===== src/rtl/bpu_btb_bimodal_if.sv =====
`default_nettype none
// +-----------------------------------------------------------------------+
// | Module : bpu_btb_bimodal_if                                           |
// | Desc   : Fetch-lookup / resolve-update bundle for the bimodal BTB.    |
// |          master = fetch/execute side, slave = the BTB itself.         |
// | Rev    : 1.0  initial release                                         |
// +-----------------------------------------------------------------------+
interface bpu_btb_bimodal_if #(
  parameter int PC_WIDTH  = 32,
  parameter int CNT_WIDTH = 16
);
  logic                 fetch_valid;
  logic [PC_WIDTH-1:0]  fetch_pc;
  logic                 pred_taken;
  logic [PC_WIDTH-1:0]  pred_target;
  logic                 upd_valid;
  logic [PC_WIDTH-1:0]  upd_pc;
  logic                 upd_taken;
  logic [PC_WIDTH-1:0]  upd_target;
  logic                 upd_pred_taken;
  logic [CNT_WIDTH-1:0] mispredict_cnt;

  modport master (
    output fetch_valid, fetch_pc,
    output upd_valid, upd_pc, upd_taken, upd_target, upd_pred_taken,
    input  pred_taken, pred_target, mispredict_cnt
  );

  modport slave (
    input  fetch_valid, fetch_pc,
    input  upd_valid, upd_pc, upd_taken, upd_target, upd_pred_taken,
    output pred_taken, pred_target, mispredict_cnt
  );
endinterface
`default_nettype wire


===== src/rtl/bpu_btb_bimodal.sv =====
`default_nettype none
// +-----------------------------------------------------------------------+
// | Module : bpu_btb_bimodal                                              |
// | Desc   : Direct-mapped BTB with 2-bit bimodal counters. 0-cycle       |
// |          lookup on fetch_pc, registered training from execute, and a  |
// |          saturating direction-mispredict counter.                     |
// | Rev    : 1.0  initial release                                         |
// +-----------------------------------------------------------------------+
module bpu_btb_bimodal #(
  parameter int PC_WIDTH  = 32,
  parameter int ENTRIES   = 16,
  parameter int CNT_WIDTH = 16
) (
  input  logic                   clk,
  input  logic                   rst_n,
  bpu_btb_bimodal_if.slave       bus
);
  localparam int IDX_W = $clog2(ENTRIES);
  localparam int TAG_W = PC_WIDTH - IDX_W - 2;

  // Table storage: valid and counters are reset, tag/target are not.
  logic [ENTRIES-1:0]   valid_q;
  logic [TAG_W-1:0]     tag_q    [ENTRIES];
  logic [PC_WIDTH-1:0]  target_q [ENTRIES];
  logic [1:0]           ctr_q    [ENTRIES];
  logic [CNT_WIDTH-1:0] cnt_q, cnt_d;

  logic [IDX_W-1:0] f_idx, u_idx;
  logic [TAG_W-1:0] f_tag, u_tag;
  logic             f_hit, u_hit;
  logic [1:0]       ctr_d;
  logic             ctr_we;
  logic             alloc;

  // Byte-offset bits are not part of index or tag.
  logic unused_pc_bits;
  assign unused_pc_bits = ^{bus.fetch_pc[1:0], bus.upd_pc[1:0]};

  assign f_idx = bus.fetch_pc[IDX_W+1:2];
  assign f_tag = bus.fetch_pc[PC_WIDTH-1:IDX_W+2];
  assign u_idx = bus.upd_pc[IDX_W+1:2];
  assign u_tag = bus.upd_pc[PC_WIDTH-1:IDX_W+2];

  // Lookup sees pre-update state only; there is deliberately no bypass.
  always_comb begin
    f_hit           = valid_q[f_idx] && (tag_q[f_idx] == f_tag);
    bus.pred_taken  = bus.fetch_valid & f_hit & ctr_q[f_idx][1];
    bus.pred_target = f_hit ? target_q[f_idx] : '0;
  end

  // Training decision: saturating counter step on hit, allocation on taken miss.
  always_comb begin
    u_hit  = valid_q[u_idx] && (tag_q[u_idx] == u_tag);
    ctr_d  = ctr_q[u_idx];
    ctr_we = 1'b0;
    alloc  = 1'b0;
    if (bus.upd_valid) begin
      if (u_hit) begin
        ctr_we = 1'b1;
        if (bus.upd_taken) begin
          if (ctr_q[u_idx] != 2'b11) ctr_d = ctr_q[u_idx] + 2'd1;
        end else begin
          if (ctr_q[u_idx] != 2'b00) ctr_d = ctr_q[u_idx] - 2'd1;
        end
      end else if (bus.upd_taken) begin
        ctr_we = 1'b1;
        alloc  = 1'b1;
        ctr_d  = 2'b10;
      end
    end
    cnt_d = cnt_q;
    if (bus.upd_valid && (bus.upd_taken != bus.upd_pred_taken) && (cnt_q != '1))
      cnt_d = cnt_q + 1'b1;
  end

  assign bus.mispredict_cnt = cnt_q;

  // Valid bits, counters and mispredict count; reset drops any same-cycle update.
  always_ff @(posedge clk or negedge rst_n) begin
    if (!rst_n) begin
      valid_q <= '0;
      for (int i = 0; i < ENTRIES; i++) ctr_q[i] <= 2'b01;
      cnt_q   <= '0;
    end else begin
      cnt_q <= cnt_d;
      if (ctr_we) ctr_q[u_idx]   <= ctr_d;
      if (alloc)  valid_q[u_idx] <= 1'b1;
    end
  end

  // Tag/target written on any taken update: rewrite on hit, fill on miss.
  // A write during reset is harmless because the entry stays invalid.
  always_ff @(posedge clk) begin
    if (bus.upd_valid && bus.upd_taken) begin
      tag_q[u_idx]    <= u_tag;
      target_q[u_idx] <= bus.upd_target;
    end
  end
endmodule
`default_nettype wire


===== src/flat_wrapper.sv =====
// flat-port wrapper written by rule: the top's interface ports become plain ports
module bpu_btb_bimodal_flat 
#(
  parameter int PC_WIDTH  = 32,
  parameter int ENTRIES   = 16,
  parameter int CNT_WIDTH = 16
)
  (clk, rst_n, bus_fetch_valid, bus_fetch_pc, bus_upd_valid, bus_upd_pc, bus_upd_taken, bus_upd_target, bus_upd_pred_taken, bus_pred_taken, bus_pred_target, bus_mispredict_cnt);
  bpu_btb_bimodal_if #(.PC_WIDTH(PC_WIDTH), .CNT_WIDTH(CNT_WIDTH)) bus_i ();
  input  logic clk;
  input  logic rst_n;
  input wire logic [$bits(bus_i.fetch_valid)-1:0] bus_fetch_valid;
  input wire logic [$bits(bus_i.fetch_pc)-1:0] bus_fetch_pc;
  input wire logic [$bits(bus_i.upd_valid)-1:0] bus_upd_valid;
  input wire logic [$bits(bus_i.upd_pc)-1:0] bus_upd_pc;
  input wire logic [$bits(bus_i.upd_taken)-1:0] bus_upd_taken;
  input wire logic [$bits(bus_i.upd_target)-1:0] bus_upd_target;
  input wire logic [$bits(bus_i.upd_pred_taken)-1:0] bus_upd_pred_taken;
  output wire logic [$bits(bus_i.pred_taken)-1:0] bus_pred_taken;
  output wire logic [$bits(bus_i.pred_target)-1:0] bus_pred_target;
  output wire logic [$bits(bus_i.mispredict_cnt)-1:0] bus_mispredict_cnt;
  assign bus_i.fetch_valid = bus_fetch_valid;
  assign bus_i.fetch_pc = bus_fetch_pc;
  assign bus_i.upd_valid = bus_upd_valid;
  assign bus_i.upd_pc = bus_upd_pc;
  assign bus_i.upd_taken = bus_upd_taken;
  assign bus_i.upd_target = bus_upd_target;
  assign bus_i.upd_pred_taken = bus_upd_pred_taken;
  assign bus_pred_taken = bus_i.pred_taken;
  assign bus_pred_target = bus_i.pred_target;
  assign bus_mispredict_cnt = bus_i.mispredict_cnt;
  bpu_btb_bimodal #(.PC_WIDTH(PC_WIDTH), .ENTRIES(ENTRIES), .CNT_WIDTH(CNT_WIDTH)) u_core (.clk(clk), .rst_n(rst_n), .bus(bus_i));
endmodule

===== config.mk =====
export PLATFORM = sky130hd
export DESIGN_NAME = bpu_btb_bimodal_flat
export DESIGN_NICKNAME = d
export VERILOG_FILES = /design/src/rtl/bpu_btb_bimodal_if.sv /design/src/rtl/bpu_btb_bimodal.sv /design/src/flat_wrapper.sv
export SDC_FILE = /design/constraint.sdc
export NUM_CORES = 1
export LEC_CHECK = 0
export ABC_AREA = 1
export BUFFER_PORTS_ARGS = -buffer_cell sky130_fd_sc_hd__buf_4
export CORE_UTILIZATION = 42
export CTS_BUF_LIST = sky130_fd_sc_hd__clkbuf_4
export CTS_CLUSTER_DIAMETER = 60
export DETAILED_ROUTE_END_ITERATION = 6
export PLACE_DENSITY = 0.55
export SKIP_CTS_REPAIR_TIMING = 1
export SLEW_MARGIN = 5
export SYNTH_ARGS = -nofsm -noshare
export SYNTH_HDL_FRONTEND = slang
export SYNTH_SLANG_ARGS = --single-unit
export TNS_END_PERCENT = 5

===== constraint.sdc =====
create_clock -name clk -period 2.9 [get_ports clk]
set_input_delay 0.29 -clock clk [delete_from_list [all_inputs] [get_ports clk]]
set_output_delay 0.29 -clock clk [all_outputs]
set_load 0.01 [all_outputs]

Word-level counts from Yosys, hierarchy flattened
Memory sizes are Yosys's and may differ from the RTL's.
Index checks and enable logic that the tools add are counted.
- memories: 2
- bits in latches: 0
- register bits after elaboration: 64
- logic and storage cells: 76
- input bits: 102
- bits in read-only memories: 0
- RAM bits: 928
- div/mod/pow operators: 0
- equal/unequal tests: 5
- bitwise operators: 5
- reductions and logical operators: 8
- $lt $le $gt $ge: 6
- muxes and demuxes: 29
- multipliers: 0
- $add $sub $neg: 3
- shift-type cells: 0
- memories (memory ; words ; width ; rd ports ; clocked after Yosys merged registers in ; write ports ; line ; RTL):
    u_core.target_q ; 16 ; 32 ; 1 ; 0 ; 1 ; bpu_btb_bimodal.sv:24 ; logic [PC_WIDTH-1:0] target_q [ENTRIES];
    u_core.tag_q ; 16 ; 26 ; 2 ; 0 ; 1 ; bpu_btb_bimodal.sv:23 ; logic [TAG_W-1:0] tag_q [ENTRIES];
- operator list (kind ; number):
    26-bit == test ; 2
    32-bit bitwise mux ; 1
    32-bit 2-to-1 mux ; 1
    2-bit 2-to-1 mux ; 11
    16-bit by 1-bit adder with 16-bit output (second input constant) ; 1
    2-bit binary-select mux with 4-bit select ; 2
    16-bit != test (second input constant) ; 1
    16-bit OR ; 1
    5-bit greater-or-equal comparator (second input constant) ; 2
    4-bit by 5-bit less-than comparator with 1-bit output (second input constant) ; 2
    1-bit 2-to-1 mux ; 10
    4-bit NOT with 5-bit output ; 2
    1-bit binary-select mux with 4-bit select ; 2
    2-bit demux with 4-bit select ; 1
    1-bit logical AND ; 7
    5-bit by 1-bit less-than comparator with 1-bit output (second input constant) ; 1
    1-bit demux with 4-bit select ; 1
    4-bit by 1-bit greater-or-equal comparator with 1-bit output (second input constant) ; 1
    2-bit by 1-bit adder with 2-bit output (second input constant) ; 1
    1-bit bitwise AND ; 2
    2-bit != test (second input constant) ; 1
    2-bit nonzero test ; 1
    2-bit by 1-bit subtractor with 2-bit output (second input constant) ; 1
    1-bit != test ; 1

Longest topological paths before layout
- depth in word-level cells: 10
- mapped depth: 25
- depth with buffers taken out: 21

Worst setup path after synthesis
Ideal clock, no wire load.
- path type: input to register
- start: input bus_upd_pc[2]
- end: memory u_core.tag_q[10][0] in the netlist's numbering, enable pin
- data required time: 2.424 ns
- library setup time: 0.476 ns
- data arrival time: 3.691 ns
- stages on the path: 8
- buffers on the path: 3
- path slack: -1.267 ns
- cell sequence: buf_2 buf_4 nor2_4 buf_4 inv_1 nor2_1 inv_1 nor2_1
- RTL lines (what ; line ; RTL):
    start, declared ; flat_wrapper.sv:15 ; input wire logic [$bits(bus_i.upd_pc)-1:0] bus_upd_pc;
    end, declared ; bpu_btb_bimodal.sv:23 ;
No word-level cell before the write port.

==> results.md <==
* Worst Skew at 0.113 ns
* Max Used Layer: met4
* Synthesis-to-layout area growth at 20.4%
* Sw Pwr at 8.00 mW
* Startpoint Class: register
* Crit path arrival time at 3.53 ns
* CP max stage cell: edfxtp_1
* Post-synth EDFFs at 928
* Sequential power share at 0.508
* Die W at 330 um
* Worst Path Required at 2.61 ns
* DRT antenna net count at 0
* I/O pin count at 151
* Final std cells w/o fill at 6526
* WL/cell at 22.2 um
* Seq/Total Area, Yosys at 0.653
* Async S/R FF share, synth at 0.0645
* H-Tree Depth at 5
* First-pass GRT wire length at 215000 um
* Final layout net count at 5061
* Clk slew on worst S/H paths at 0.06 ns
* Period minus WS final at 3.82 ns
* Peak supply drop at 356 uV
* Max-Cap Viols at 0
* Syn_area_per_cell at 10.1 sq um
* Most common cell after layout, fill and taps aside: nand2_1
* GRT Overall Usage at 0.264
* Initial antenna violation count at 3
* Status: complete, but fails checks
* Met2 WL at 68400 um
* Synth Instances at 4454
* Final-layout fill cell count at 9760
* Most used cell, CP: buf_4
* FF-to-FF Start: u_core.tag_q[1][9]
* Pwr/cell area at 583 mW/mm^2
* Hold Crit Depth at 2
* Int Power at 23.7 mW
* Met3 WL post-DR at 10700 um
* Max Slew Vio Count at 0
* Most frequent cells in the layout: nand2_1, edfxtp_1, clkbuf_4, o21ai_0, a21oi_1
* M1 WL at 61900 um
* Hold Startpoint: bus_upd_pc[12]
* Final GP Congestion at 0.899
* Placed cells at 5943
* Fmax at 262 MHz
* Synthesized area at 0.0452 sq mm
* Pin count of the biggest net entering global routing at 139
* Post-route DRC at 0
* TritonCTS Buffers at 290
* Hold Crit Class: in2reg
* DRT Wirelength at 145000 um
* Site Rows at 119
* Via count at 36200
* Max_slew headroom at 0.479
* First-pass detailed-route iteration total at 7
* Combinational group share of total power at 0.102
* Core Box Area at 0.106 sq mm
* Remaining global-route overflow at 0
* R2R cell count at 20
* Buffers on Ports at 146
* Die area at 0.109 sq mm
* Hold-critical path endpoint: u_core.tag_q[3][6]
* CTS Sinks at 992
* Post-synth net total at 4557
* Reg-to-reg endpoint: u_core.ctr_q[16]
* Fin crit share at 1.32
* Die Ht at 330 um
* Cell Chain, Critical Path: o21ai_1 -> o22ai_1 -> or2_4 -> o211ai_1 -> nand2_1 -> xnor2_2 -> buf_4 -> nand3_1 -> nor2_1 -> nand2_2 -> buf_12 -> nor3_1 -> buf_4
* Clk pwr share at 0.390
* Measured slew at the worst slew-check pin at 0.775 ns
* DP Area at 0.0498 sq mm
* Slowest stage delay, CP at 0.40 ns
* DR iter-0 viols at 3391
* Primary FF master, synth: edfxtp_1
* Failing checks: setup timing
* Starting Density at 0.426
* Post-Layout Inst Area at 0.0544 sq mm
* Total number of yosys warnings at 0
* Vias in the first global route at 34600
* Crit path max fanout at 33
* CTS tree: done
* Worst-Skew Late Latency at 1.19 ns
* DP HPWL at 82900 um
* Distinct cells, synth at 41
* Critical Path Sink Type: output pin
* Drt via density at 5.55
* Hold Vio Cnt, Final at 0
* Critical setup path kind: reg2out
* Synth Register Bits at 992
* Longest Clk Path Bufs at 4
* Final setup margin at -0.915 ns
* # setup viols final at 36
* R2R setup slack at 0.35 ns
* Clock root cell: clkbuf_4
* Leakage power at 21.0 nW
* Sw Ratio at 0.253
* Unrepaired setup endpoints after global routing: true
* Ratio of cells with drive above 1 in the final layout at 0.172
## per-stage QoR
| stage | hold WS [ns] | setup TNS (ns) | setup WS, ns | power (mW) | util |
|---|---|---|---|---|---|
| detailed placement | 0.445 | -18.25 | -0.490 | 19.4 | 0.470 |
| CTS | -0.888 | -37.53 | -1.28 | 31.9 | 0.501 |
| finish | 0.0312 | -29.01 | -0.915 | 31.7 | 0.513 |
| floorplan | -0.00559 | -212.76 | -0.804 | 18.0 | - |
| global route | -0.0442 | -36.87 | -1.13 | 33.1 | 0.513 |
| global placement | 0.450 | -16.98 | -0.482 | 19.4 | 0.470 |
## final cells by class
class                           count  area [sq um]  area share
Sequential cell                   992         29500       0.542
Multi-Input combinational cell   3006         14000       0.258
Timing Repair Buffer              505          5140      0.0946
Clock buffer                      403          3030      0.0557
Tap cell                         1391          1740      0.0320
Inverter                          163           639      0.0118
Clock inverter                     56           297     0.00546
Antenna cell                       10          25.0    0.000460
## how the worst max path moves through the flow
stage	start	end	slack (ns)	depth (start not counted)
after floorplan	bus_upd_taken	u_core.tag_q[13][0]	-0.80	3
after detailed placement	bus_fetch_pc[2]	bus_pred_target[28]	-0.49	14
after global routing	u_core.tag_q[6][22]	bus_pred_target[5]	-1.13	14
after global placement	bus_fetch_pc[2]	bus_pred_target[28]	-0.48	14
after CTS	u_core.tag_q[6][22]	bus_pred_target[28]	-1.28	13
final	u_core.tag_q[6][22]	bus_pred_target[22]	-0.92	13
## routing by layer
layer | global-route usage | vias to the layer above
met3 | 0.0471 | 280
li1 | - | 16800
met4 | 0.0979 | 0
met1 | 0.356 | 17600
met5 | 0 | -
met2 | 0.425 | 1558
## synthesized netlist by cell type (all sizes together), types with 16 or more instances
cell / n / area share
edfxtp: 928 / 0.62
inv: 161 / 0.013
o221ai: 48 / 0.0093
o21ai: 322 / 0.036
o31ai: 31 / 0.0052
nand2: 1533 / 0.13
nor2: 324 / 0.028
clkbuf: 167 / 0.014
dfrtp: 48 / 0.027
buf: 126 / 0.014
a221oi: 109 / 0.021
a21oi: 309 / 0.034
o211ai: 50 / 0.0083
nor3: 41 / 0.0045
dfstp: 16 / 0.0093
nand3: 149 / 0.017
## power by group through the flow
| stage | logic (mW) | clock network (mW) | registers, mW |
|---|---|---|---|
| after CTS | 3.08 | 12.7 | 16.1 |
| final | 3.23 | 12.4 | 16.1 |
| after detailed placement | 3.06 | 0 | 16.4 |
| after global placement | 3.06 | 0 | 16.4 |
| after floorplan | 1.62 | 0 | 16.4 |
| after global routing | 3.52 | 13.5 | 16.1 |
## critical path: cells and delay by family (launching register included)
| family | cells | cell delay (ns) |
|---|---|---|
| compound gates | 3 | 0.32 |
| buf+inv | 3 | 0.51 |
| xor+xnor | 1 | 0.23 |
| simple gates | 6 | 0.84 |
| flops | 1 | 0.40 |
## logic make-up after synthesis
group | after synthesis | share of synthesized area
mux | 1 | 0.000249
flops | 992 | 0.653
buf+inv | 456 | 0.0415
fa+ha+maj | 1 | 0.000277
xor+xnor | 24 | 0.00465
simple gates | 2057 | 0.178
compound gates | 923 | 0.122
## sequential cells by signal (all words and copies together) (netlist names)
signal / count
u_core.bus.mispredict_cnt: 16
u_core.ctr_q: 32
u_core.tag_q: 416
u_core.target_q: 512
u_core.valid_q: 16
Note: power is estimated with default switching activity, not from simulation.
